### src/rtl/core_pkg.sv
// rtl/core_pkg.sv - shared fetch constants and state encoding
// Contents: XLEN, RISC-V NOP encoding, fetch FSM state type.
package core_pkg;

  localparam int XLEN = 32;

  // addi x0, x0, 0
  localparam logic [31:0] NOP_INSTR = 32'h0000_0013;

  typedef enum logic [1:0] {
    ST_IDLE  = 2'd0,
    ST_RUN   = 2'd1,
    ST_FLUSH = 2'd2
  } fetch_state_e;

endpackage

### src/rtl/instr_fetch_if.sv
// rtl/instr_fetch_if.sv - PC, instruction-memory and decode signals of the fetch unit
// Signals: PC/stall/flush, imem req/addr/gnt/rvalid/rdata, decode valid/instr/pc/ready.
// master = fetch unit, slave = surrounding core/memory/decode.
// Optional (IFETCH_MISALIGN_CHECK_EN): o_instr_misaligned.
interface instr_fetch_if #(
  parameter int XLEN = core_pkg::XLEN
);

  logic            [XLEN-1:0] i_pc;
  logic                       o_stall;
  logic                       i_flush;
  logic                       o_imem_req;
  logic            [XLEN-1:0] o_imem_addr;
  logic                       i_imem_gnt;
  logic                       i_imem_rvalid;
  logic            [XLEN-1:0] i_imem_rdata;
  logic                       o_instr_valid;
  logic            [XLEN-1:0] o_instr;
  logic            [XLEN-1:0] o_instr_pc;
  logic                       i_decode_ready;
`ifdef IFETCH_MISALIGN_CHECK_EN
  logic                       o_instr_misaligned;
`endif

  modport master (
    input  i_pc, i_flush, i_imem_gnt, i_imem_rvalid, i_imem_rdata, i_decode_ready,
`ifdef IFETCH_MISALIGN_CHECK_EN
    output o_instr_misaligned,
`endif
    output o_stall, o_imem_req, o_imem_addr, o_instr_valid, o_instr, o_instr_pc
  );

  modport slave (
    output i_pc, i_flush, i_imem_gnt, i_imem_rvalid, i_imem_rdata, i_decode_ready,
`ifdef IFETCH_MISALIGN_CHECK_EN
    input  o_instr_misaligned,
`endif
    input  o_stall, o_imem_req, o_imem_addr, o_instr_valid, o_instr, o_instr_pc
  );

endinterface

### src/rtl/sync_fifo.sv
// rtl/sync_fifo.sv - synchronous FIFO with registered storage and occupancy count
// Ports: i_clk, i_rst (async, active-high), i_clr (sync empty), i_push/i_wdata,
//        i_pop, o_rdata (head, zero read latency), o_count.
// DEPTH must be a power of two so the pointers wrap naturally.
module sync_fifo #(
  parameter int WIDTH = 8,
  parameter int DEPTH = 2,
  parameter int CNT_W = 2
) (
  input  logic             i_clk,
  input  logic             i_rst,
  input  logic             i_clr,
  input  logic             i_push,
  input  logic [WIDTH-1:0] i_wdata,
  input  logic             i_pop,
  output logic [WIDTH-1:0] o_rdata,
  output logic [CNT_W-1:0] o_count
);

  localparam int PTR_W = (DEPTH > 1) ? $clog2(DEPTH) : 1;

  logic [WIDTH-1:0] mem_q [DEPTH];
  logic [PTR_W-1:0] wr_ptr_q, rd_ptr_q;
  logic [CNT_W-1:0] count_q;
  logic             full, empty, do_push, do_pop;

  assign full    = (count_q == CNT_W'(DEPTH));
  assign empty   = (count_q == '0);
  assign do_pop  = i_pop & ~empty;
  // A push into a full FIFO is accepted only when the head leaves the same cycle.
  assign do_push = i_push & (~full | do_pop);

  always_ff @(posedge i_clk or posedge i_rst) begin
    if (i_rst) begin
      for (int i = 0; i < DEPTH; i++) mem_q[i] <= '0;
      wr_ptr_q <= '0;
      rd_ptr_q <= '0;
      count_q  <= '0;
    end else if (i_clr) begin
      wr_ptr_q <= '0;
      rd_ptr_q <= '0;
      count_q  <= '0;
    end else begin
      if (do_push) begin
        mem_q[wr_ptr_q] <= i_wdata;
        wr_ptr_q        <= wr_ptr_q + PTR_W'(1);
      end
      if (do_pop) rd_ptr_q <= rd_ptr_q + PTR_W'(1);
      case ({do_push, do_pop})
        2'b10:   count_q <= count_q + CNT_W'(1);
        2'b01:   count_q <= count_q - CNT_W'(1);
        default: count_q <= count_q;
      endcase
    end
  end

  assign o_rdata = mem_q[rd_ptr_q];
  assign o_count = count_q;

endmodule

### src/rtl/instr_fetch.sv
// rtl/instr_fetch.sv - in-order instruction fetch with credit-limited requests and flush
// Ports: i_clk, i_rst (async, active-high), bus (instr_fetch_if.master):
//   PC in / stall out, flush, imem req/addr/gnt/rvalid/rdata, decode valid/instr/pc/ready.
// Optional macro IFETCH_MISALIGN_CHECK_EN: misaligned PCs produce a flagged NOP entry
//   (o_instr_misaligned) instead of a memory request.
module instr_fetch #(
  parameter int XLEN       = core_pkg::XLEN,
  parameter int FIFO_DEPTH = 2,
  parameter int CNT_W      = 2
) (
  input logic           i_clk,
  input logic           i_rst,
  instr_fetch_if.master bus
);

  import core_pkg::*;

`ifdef IFETCH_MISALIGN_CHECK_EN
  localparam int EW = 2 * XLEN + 1;
`else
  localparam int EW = 2 * XLEN;
`endif

  fetch_state_e     state_q, state_d;
  logic [CNT_W-1:0] outstanding_q, outstanding_d;
  logic [CNT_W-1:0] discard_q, discard_d;
  logic [CNT_W-1:0] fifo_count, pend_count;
  logic [XLEN-1:0]  pend_addr;
  logic [EW-1:0]    ibuf_wdata, ibuf_rdata;
  logic             rvalid_ok, keep_rsp, credit_ok, req, grant, ibuf_push, ibuf_pop;

  // Responses with nothing outstanding are protocol violations and are dropped.
  assign rvalid_ok = bus.i_imem_rvalid & (outstanding_q != '0);
  // A response is kept only when it belongs to the current (non-flushed) stream.
  assign keep_rsp  = rvalid_ok & (discard_q == '0) & ~bus.i_flush;
  // Buffered plus in-flight words may never exceed the buffer depth.
  assign credit_ok = ({1'b0, outstanding_q} + {1'b0, fifo_count}) < (CNT_W + 1)'(FIFO_DEPTH);

`ifdef IFETCH_MISALIGN_CHECK_EN
  logic misaligned, synth_push, trap_q;
  assign misaligned = (bus.i_pc[1:0] != 2'b00);
  // Wait for in-flight words to land so the synthetic entry stays in program order;
  // trap_q keeps the held PC from inserting it again until the trap flush.
  assign synth_push = (state_q == ST_RUN) & ~bus.i_flush & credit_ok & misaligned &
                      ~trap_q & (outstanding_q == '0);

  always_ff @(posedge i_clk or posedge i_rst) begin
    if (i_rst)            trap_q <= 1'b0;
    else if (bus.i_flush) trap_q <= 1'b0;
    else if (synth_push)  trap_q <= 1'b1;
  end
`endif

  always_comb begin
    state_d       = state_q;
    outstanding_d = outstanding_q;
    discard_d     = discard_q;
    req           = (state_q == ST_RUN) & ~bus.i_flush & credit_ok;
`ifdef IFETCH_MISALIGN_CHECK_EN
    if (misaligned) req = 1'b0;
`endif
    grant = req & bus.i_imem_gnt;

    case ({grant, rvalid_ok})
      2'b10:   outstanding_d = outstanding_q + CNT_W'(1);
      2'b01:   outstanding_d = outstanding_q - CNT_W'(1);
      default: outstanding_d = outstanding_q;
    endcase

    // Everything still in flight at a flush is stale; a response landing in the
    // flush cycle itself is already accounted for here.
    if (bus.i_flush)
      discard_d = outstanding_q - CNT_W'(rvalid_ok);
    else if (rvalid_ok && discard_q != '0)
      discard_d = discard_q - CNT_W'(1);

    case (state_q)
      ST_IDLE:  state_d = ST_RUN;
      ST_RUN:   if (bus.i_flush && discard_d != '0) state_d = ST_FLUSH;
      ST_FLUSH: state_d = (discard_d != '0) ? ST_FLUSH : ST_RUN;
      default:  state_d = ST_IDLE;
    endcase
  end

  always_ff @(posedge i_clk or posedge i_rst) begin
    if (i_rst) begin
      state_q       <= ST_IDLE;
      outstanding_q <= '0;
      discard_q     <= '0;
    end else begin
      state_q       <= state_d;
      outstanding_q <= outstanding_d;
      discard_q     <= discard_d;
    end
  end

  // Addresses of granted requests, matched in order with their responses.
  sync_fifo #(.WIDTH(XLEN), .DEPTH(FIFO_DEPTH), .CNT_W(CNT_W)) u_pend_q (
    .i_clk   (i_clk),
    .i_rst   (i_rst),
    .i_clr   (bus.i_flush),
    .i_push  (grant),
    .i_wdata (bus.i_pc),
    .i_pop   (keep_rsp),
    .o_rdata (pend_addr),
    .o_count (pend_count)
  );

`ifdef IFETCH_MISALIGN_CHECK_EN
  assign ibuf_push  = keep_rsp | synth_push;
  assign ibuf_wdata = synth_push ? {1'b1, bus.i_pc, XLEN'(NOP_INSTR)}
                                 : {1'b0, pend_addr, bus.i_imem_rdata};
  assign bus.o_instr_misaligned = ibuf_rdata[2*XLEN];
`else
  assign ibuf_push  = keep_rsp;
  assign ibuf_wdata = {pend_addr, bus.i_imem_rdata};
`endif

  assign ibuf_pop = bus.o_instr_valid & bus.i_decode_ready;

  sync_fifo #(.WIDTH(EW), .DEPTH(FIFO_DEPTH), .CNT_W(CNT_W)) u_ibuf (
    .i_clk   (i_clk),
    .i_rst   (i_rst),
    .i_clr   (bus.i_flush),
    .i_push  (ibuf_push),
    .i_wdata (ibuf_wdata),
    .i_pop   (ibuf_pop),
    .o_rdata (ibuf_rdata),
    .o_count (fifo_count)
  );

  assign bus.o_imem_req    = req;
  assign bus.o_imem_addr   = bus.i_pc;
  assign bus.o_stall       = ~grant;
  assign bus.o_instr_valid = (fifo_count != '0);
  assign bus.o_instr       = ibuf_rdata[XLEN-1:0];
  assign bus.o_instr_pc    = ibuf_rdata[2*XLEN-1:XLEN];

`ifndef SYNTHESIS
  a_rvalid_needs_outstanding: assert property (@(posedge i_clk) disable iff (i_rst)
    !(bus.i_imem_rvalid && outstanding_q == '0));
  a_pend_tracks_outstanding: assert property (@(posedge i_clk) disable iff (i_rst)
    (discard_q == '0) |-> (pend_count == outstanding_q));
`endif

endmodule

### src/flat_wrapper.sv
// flat-port wrapper written by rule: the top's interface ports become plain ports
module instr_fetch_flat import core_pkg::*;
#(
  parameter int XLEN       = core_pkg::XLEN,
  parameter int FIFO_DEPTH = 2,
  parameter int CNT_W      = 2
)
  (i_clk, i_rst, bus_i_pc, bus_i_flush, bus_i_imem_gnt, bus_i_imem_rvalid, bus_i_imem_rdata, bus_i_decode_ready, bus_o_stall, bus_o_imem_req, bus_o_imem_addr, bus_o_instr_valid, bus_o_instr, bus_o_instr_pc);
  instr_fetch_if #(.XLEN(XLEN)) bus_i ();
  input logic i_clk;
  input logic i_rst;
  input wire logic [$bits(bus_i.i_pc)-1:0] bus_i_pc;
  input wire logic [$bits(bus_i.i_flush)-1:0] bus_i_flush;
  input wire logic [$bits(bus_i.i_imem_gnt)-1:0] bus_i_imem_gnt;
  input wire logic [$bits(bus_i.i_imem_rvalid)-1:0] bus_i_imem_rvalid;
  input wire logic [$bits(bus_i.i_imem_rdata)-1:0] bus_i_imem_rdata;
  input wire logic [$bits(bus_i.i_decode_ready)-1:0] bus_i_decode_ready;
  output wire logic [$bits(bus_i.o_stall)-1:0] bus_o_stall;
  output wire logic [$bits(bus_i.o_imem_req)-1:0] bus_o_imem_req;
  output wire logic [$bits(bus_i.o_imem_addr)-1:0] bus_o_imem_addr;
  output wire logic [$bits(bus_i.o_instr_valid)-1:0] bus_o_instr_valid;
  output wire logic [$bits(bus_i.o_instr)-1:0] bus_o_instr;
  output wire logic [$bits(bus_i.o_instr_pc)-1:0] bus_o_instr_pc;
  assign bus_i.i_pc = bus_i_pc;
  assign bus_i.i_flush = bus_i_flush;
  assign bus_i.i_imem_gnt = bus_i_imem_gnt;
  assign bus_i.i_imem_rvalid = bus_i_imem_rvalid;
  assign bus_i.i_imem_rdata = bus_i_imem_rdata;
  assign bus_i.i_decode_ready = bus_i_decode_ready;
  assign bus_o_stall = bus_i.o_stall;
  assign bus_o_imem_req = bus_i.o_imem_req;
  assign bus_o_imem_addr = bus_i.o_imem_addr;
  assign bus_o_instr_valid = bus_i.o_instr_valid;
  assign bus_o_instr = bus_i.o_instr;
  assign bus_o_instr_pc = bus_i.o_instr_pc;
  instr_fetch #(.XLEN(XLEN), .FIFO_DEPTH(FIFO_DEPTH), .CNT_W(CNT_W)) u_core (.i_clk(i_clk), .i_rst(i_rst), .bus(bus_i));
endmodule
### config.mk
export PLATFORM = sky130hd
export DESIGN_NAME = instr_fetch_flat
export DESIGN_NICKNAME = d
export VERILOG_FILES = /design/src/rtl/core_pkg.sv /design/src/rtl/instr_fetch_if.sv /design/src/rtl/sync_fifo.sv /design/src/rtl/instr_fetch.sv /design/src/flat_wrapper.sv
export SDC_FILE = /design/constraint.sdc
export NUM_CORES = 1
export LEC_CHECK = 0
export ABC_CLOCK_PERIOD_IN_PS = 8520
export BUFFER_PORTS_ARGS = -buffer_cell sky130_fd_sc_hd__buf_2
export CAP_MARGIN = 0
export CORE_MARGIN = 3
export CORE_UTILIZATION = 30
export DETAILED_ROUTE_END_ITERATION = 7
export GPL_ROUTABILITY_DRIVEN = 0
export PLACE_DENSITY = 0.46
export RECOVER_POWER = 50
export SLEW_MARGIN = 20
export SYNTH_ARGS = -nofsm -noshare
export SYNTH_HDL_FRONTEND = slang
export SYNTH_SLANG_ARGS = --single-unit
### constraint.sdc
create_clock -name i_clk -period 8.52 [get_ports i_clk]
set_input_delay 0.426 -clock i_clk [delete_from_list [all_inputs] [get_ports i_clk]]
set_output_delay 0.426 -clock i_clk [all_outputs]
set_load 0.03 [all_outputs]
# Yosys cells after proc, flatten, opt, wreduce, memory -nomap -nowiden
# Cells that the tools add are included.
[totals] register_bits=206 latchBits=0 mem_bits_rw=0 rom_bits=0 inputBits=70 out_inout_bits=99 elab_cells=118 memories=0
[op_classes] n_addsub=13 multipliers=0 n_div=0 n_lt_le_gt_ge=7 n_eq_ne=11 shift=0 n_mux=30 n_bitwise=23 n_reduce_logical=21
[ops] cell="2-to-1 mux 64 bit" count=4
[ops] cell="bitwise mux 128 bit" count=1
[ops] cell="2-to-1 mux 32 bit" count=4
[ops] cell="bitwise mux 64 bit" count=1
[ops] cell="demux 64 bit (select 1 bit)" count=1
[ops] cell="demux 32 bit (select 1 bit)" count=1
[ops] cell="nonzero test 2 bit" count=9
[ops] cell="equality test 2 bit, second input constant" count=6
[ops] cell="2-to-1 mux 2 bit" count=6
[ops] cell="one-hot mux 2 bit (2 select lines)" count=3
[ops] cell="bitwise AND 1 bit" count=11
[ops] cell="equality test 2 x 1 -> 1 bit, second input constant" count=4
[ops] cell=">= comparator 2 bit, second input constant" count=4
[ops] cell="logical NOT 2 bit" count=4
[ops] cell="2-to-1 mux 1 bit" count=8
[ops] cell="inverter 1 -> 2 bit" count=4
[ops] cell="subtractor 2 x 1 -> 2 bit, second input constant" count=4
[ops] cell="adder 2 x 1 -> 2 bit, second input constant" count=3
[ops] cell="inverter 1 bit" count=6
[ops] cell="one-hot mux 2 bit (3 select lines)" count=1
[ops] cell="nonzero test 3 bit" count=2
[ops] cell="adder 1 bit, second input constant" count=4
[ops] cell="logical AND 1 bit" count=4
[ops] cell="< comparator 2 x 1 -> 1 bit, second input constant" count=2
[ops] cell="6 further kinds" count=8

# Depth between registers and ports, before layout
[depth] word_depth=10 depth_mapped=10 ltp_nobuf=9

# Modules after synthesis
# Synthesis repeated with hierarchy kept, for this count alone.
[unflattened] cells_unflattened=641 area_unflattened_um2=9744.3
[modules_own_cells] mod="sync_fifo at u_core.u_ibuf" instances=1 cells_per_inst=366 area_per_inst_um2=5916.9 seq_area_each_um2=3303.2
[modules_own_cells] mod="sync_fifo at u_core.u_pend_q" instances=1 cells_per_inst=196 area_per_inst_um2=3128.0 seq_area_each_um2=1701.6
[modules_own_cells] mod="instr_fetch" instances=1 cells_per_inst=79 area_per_inst_um2=699.4 seq_area_each_um2=150.1

# Worst setup path before layout
# Ideal clock, no wire load.
[synth_path] path_kind="register to register" start="register u_core.outstanding_q[0]" end="register u_core.u_pend_q.mem_q[32] (netlist name)" setup_time_ns=0.125 arrival_time_ns=2.798 required_ns=8.395 slack_ns=5.597 stages_incl_launch_ff=11 n_path_buf=3 period_less_slack_ns=2.923 path_cell_list="dfrtp_1 -> buf_2 -> and2_1 -> fa_1 -> or4b_4 -> nor2_4 -> inv_2 -> or3_1 -> buf_6 -> buf_8 -> mux2_4"
[synth_between] elab_chain_cells=8 elab_cells_between_ends=12 classes_between="1 x add/sub; 1 x order compare; 8 x bitwise; 2 x reduce/logical"
[synth_rtl] item="start: declaration" line="instr_fetch.sv:25" rtl="logic [CNT_W-1:0] outstanding_q, outstanding_d;"
[synth_rtl] item="start signal: assignment" line="instr_fetch.sv:92" rtl="outstanding_q <= outstanding_d;"
[synth_rtl] item="parallel branches: the longest is 6 deep, another holds adder 2 x 2 -> 3 bit"
[synth_rtl] item="bitwise AND 1 bit (*)" line="sync_fifo.sv:31" rtl="assign do_push = i_push & (~full | do_pop);"
[synth_rtl] item="AND reduction 2 bit (no source line) (*)"
[synth_rtl] item="end signal: indexed assignment" line="sync_fifo.sv:45" rtl="mem_q[wr_ptr_q] <= i_wdata;"
[synth_rtl] item="end: declaration" line="sync_fifo.sv:22" rtl="logic [WIDTH-1:0] mem_q [DEPTH];"
# Mark *: on every way between the ends.
# A chain may end at the register's enable or synchronous reset.

==> flow_summary.ini <==
[timing]
rsz0062_at_grt = false
setup_violations = 0
fin_ws_ns = 4.116
max_slew.worst_pin.slew_ns = 3.216
period_share_pct = 51.69
finClkSkew_ns = 0.008001
hold_viol = 0
final.setup.tns_ns = 0
relSlewSlack_pct = -114.4
min_period_ns = 4.404
slew_viol_final = 160
fmax_ghz = 0.2271

[setup_path]
worst-r2r-setup-slack_ns = 5.34
arrival_ns = 4.36
r2r_cells = 8
required_ns = 8.48
crit_fanout = 132
end_kind = asynchronous set/reset pin
regToRegStartpoint = u_core.outstanding_q[0]
start_kind = input pin
path_class = input pin to asynchronous set/reset pin
reg2reg_to = u_core.u_pend_q.mem_q[46]

[finish]
antenna_cells = 0
fin_nets = 919
areaGrowthSynthToFinish_pct = 19.05
drive_gt1_share_pct = 44.68
post-route-util_pct = 36.84
n_fill_cell = 3013

[placed_design]
pre_cts_ws_ns = 5.326
hpwl_um = 12670
port_buffers = 168

[global_routing]
grt_pass1_wl_um = 32860
grt_pass1_vias = 5785
track_usage_pct = 12.10
antenna_found_initial = 0
overflow = 0
grt_max_degree = 133

[yosys]
synth_top_family_by_area = multiplexers
synthCells = 715
yosysTopAreaCellShare_pct = 55.32
syn_nets = 789
synthTopCellsByArea = dfrtp_1, mux2_2, mux2_4, a21oi_1, mux2i_1
yosys.area_share.adder_pct = 0.6177
synthMuxAreaShare_pct = 28.02
yosys.area.top_type = dfrtp_1
synth-main-ff-cell = dfrtp_1
synth-edff-count = 0
syn_area_per_cell_um2 = 13.03
synth-simple-area-share_pct = 5.036
synth_xor_area_share_pct = 0.5640
synth_compound_area_share_pct = 5.143
yosysSeqAreaShare_pct = 55.32
syn_area_um2 = 9318
synth_warnings = 0
synthDistinctLibCells = 47
synth.ff_latch_count = 206
async_flop_share_pct = 100.0

[clocking]
ctsHoldBuffers = 0
clockBufferDepth = 3
clockRootBuffer = clkbuf_16
cts_sinks = 206
h-tree-depth = 1
cts_tree = done
clock_latency_ns = 0.51
clk_pin_slew_worst_paths_ns = 0.05
cts_made_buffers = 25
cts-resized-gates = 0
cts_setup_buffers = 0

[drt]
routedWlPerCell_um = 16.29
first_pass_iters = 4
viasPerCell = 4.519
wl_um = 20430
drt_iter0_drc = 185
ant_nets = 0
drc = 0
vias = 5667

[floorplanning]
fp.dieW_um = 182.2
core.rowCount = 63
core_area_um2 = 30110
die_h_um = 182.2
die_area_um2 = 33210
io_pins = 169
initial_core_util_pct = 30.94

[hold_path]
hp-class = input pin to asynchronous set/reset pin

[run_status]
status = finished with violations
failed_checks = max-capacitance violations, max-slew violations

[pwr]
ir_drop_uv = 133.1
powerDensity_nw_per_um2 = 382.2
power.leakage_nw = 5.120

[flow_run]
cap_violations = 3
## cells in the final DEF (no fill, tap or decap), drive strengths merged, types with 2 or more instances in the layout
master	instances
nand2	6
inv	9
nor2	73
nand2b	3
ha	3
nand3	2
dfrtp	206
clkbuf	70
nor3b	3
or3	3
mux2	192
xor2	2
mux2i	34
xnor2	4
bufinv	3
nor3	4
o211ai	3
a21oi	70
a211oi	2
buf	140
o21ai	6
clkinv	9
## worst max-delay path, stage by stage
cell and delay [ns]:
clkbuf_1 0.13, inv_8 0.63, clkbuf_1 0.92, clkbuf_1 2.18
## worst max path at each step
stage / start / to / slack (ns) / cells after the start
detailed placement: u_core.outstanding_q[0] / u_core.u_pend_q.mem_q[46] / 5.33 / 8
finish: i_rst / u_core.u_pend_q.mem_q[29] / 4.12 / 4
CTS: u_core.outstanding_q[0] / u_core.u_pend_q.mem_q[46] / 5.32 / 8
floorplan: i_rst / u_core.discard_q[0] / 2.47 / 1
global route: i_rst / u_core.u_pend_q.mem_q[61] / 3.08 / 4
global placement: u_core.outstanding_q[0] / u_core.u_pend_q.mem_q[46] / 5.37 / 8
## cell type report
class                   count  area (um2)  area share (%)
flip-flops and latches    206        5156           46.48
multi-input cells         427        3684           33.21
repair buffers            177       854.6           7.704
clock buffers              33       725.7           6.542
well taps                 390       488.0           4.399
clock inverters            13       147.6           1.331
inverters                   8       37.54          0.3384
## per-layer routing
layer | global-route usage, % | vias up | share of wire (%)
li1 | - | 2738 | -
met1 | 17.83 | 2762 | 49
met2 | 18.61 | 139 | 44
met3 | 2.133 | 28 | 4.7
met4 | 2.773 | 0 | 2.2
met5 | 0 | - | 0
## kinds of logic (layout without fill, tap and decap cells)
logic type               Yosys count  after routing
AND/OR/NAND/NOR                  103            103
adder cells (fa/ha/maj)            4              4
multiplexers                     226            226
flip-flops                       206            206
AO/OA/AOI/OAI                     88             88
XOR/XNOR                           6              6
buffers and inverters             82            231
## per-stage QoR
| stage | total power [mW] | instance area, um2 | hold WS, ns | instances |
|---|---|---|---|---|
| 2_1_floorplan | 2.812 | 9318 | 0.4750 | 715 |
| 3_3_place_gp | 3.150 | 10280 | 0.4834 | 1207 |
| 3_5_place_dp | 3.173 | 10280 | 0.4903 | 1207 |
| 4_1_cts | 4.319 | 11150 | 0.1271 | 1253 |
| 5_1_grt | 4.528 | 11090 | 0.1390 | 1254 |
| 6_report | 4.240 | 11090 | 0.1286 | 1254 |
## power breakdown
group	switching (mW)	internal (mW)	leakage [nW]	total, mW
clock	0.419	0.689	0.442	1.11
combinational	0.794	0.677	2.06	1.47
sequential	0.235	1.42	2.62	1.66
## cells in the mapped netlist (2+ instances only)
cell      instances
a211oi_1          2
buf_2             5
buf_1             5
nor3_1            4
dfrtp_1         206
buf_4            32
a21oi_1          70
mux2_2          163
inv_1             6
nand2b_1          3
o21ai_0           6
mux2_4           29
nor3b_1           2
o211ai_1          3
xor2_1            2
buf_12            2
or3_1             3
nand2_1           6
ha_1              3
nor2_1           72
buf_6             2
mux2i_1          34
xnor2_1           4
nand3_1           2
clkbuf_1         27
## state kept, by name, indices dropped and copies added (netlist names), 2 cells and up
| signal | cells |
|---|---|
| u_core.u_ibuf.mem_q | 128 |
| u_core.u_pend_q.mem_q | 64 |
| u_core.discard_q | 2 |
| u_core.outstanding_q | 2 |
| u_core.state_q | 2 |
| u_core.u_ibuf.o_count | 2 |
| u_core.u_pend_q.o_count | 2 |
Power figures use the tool's default switching activity.
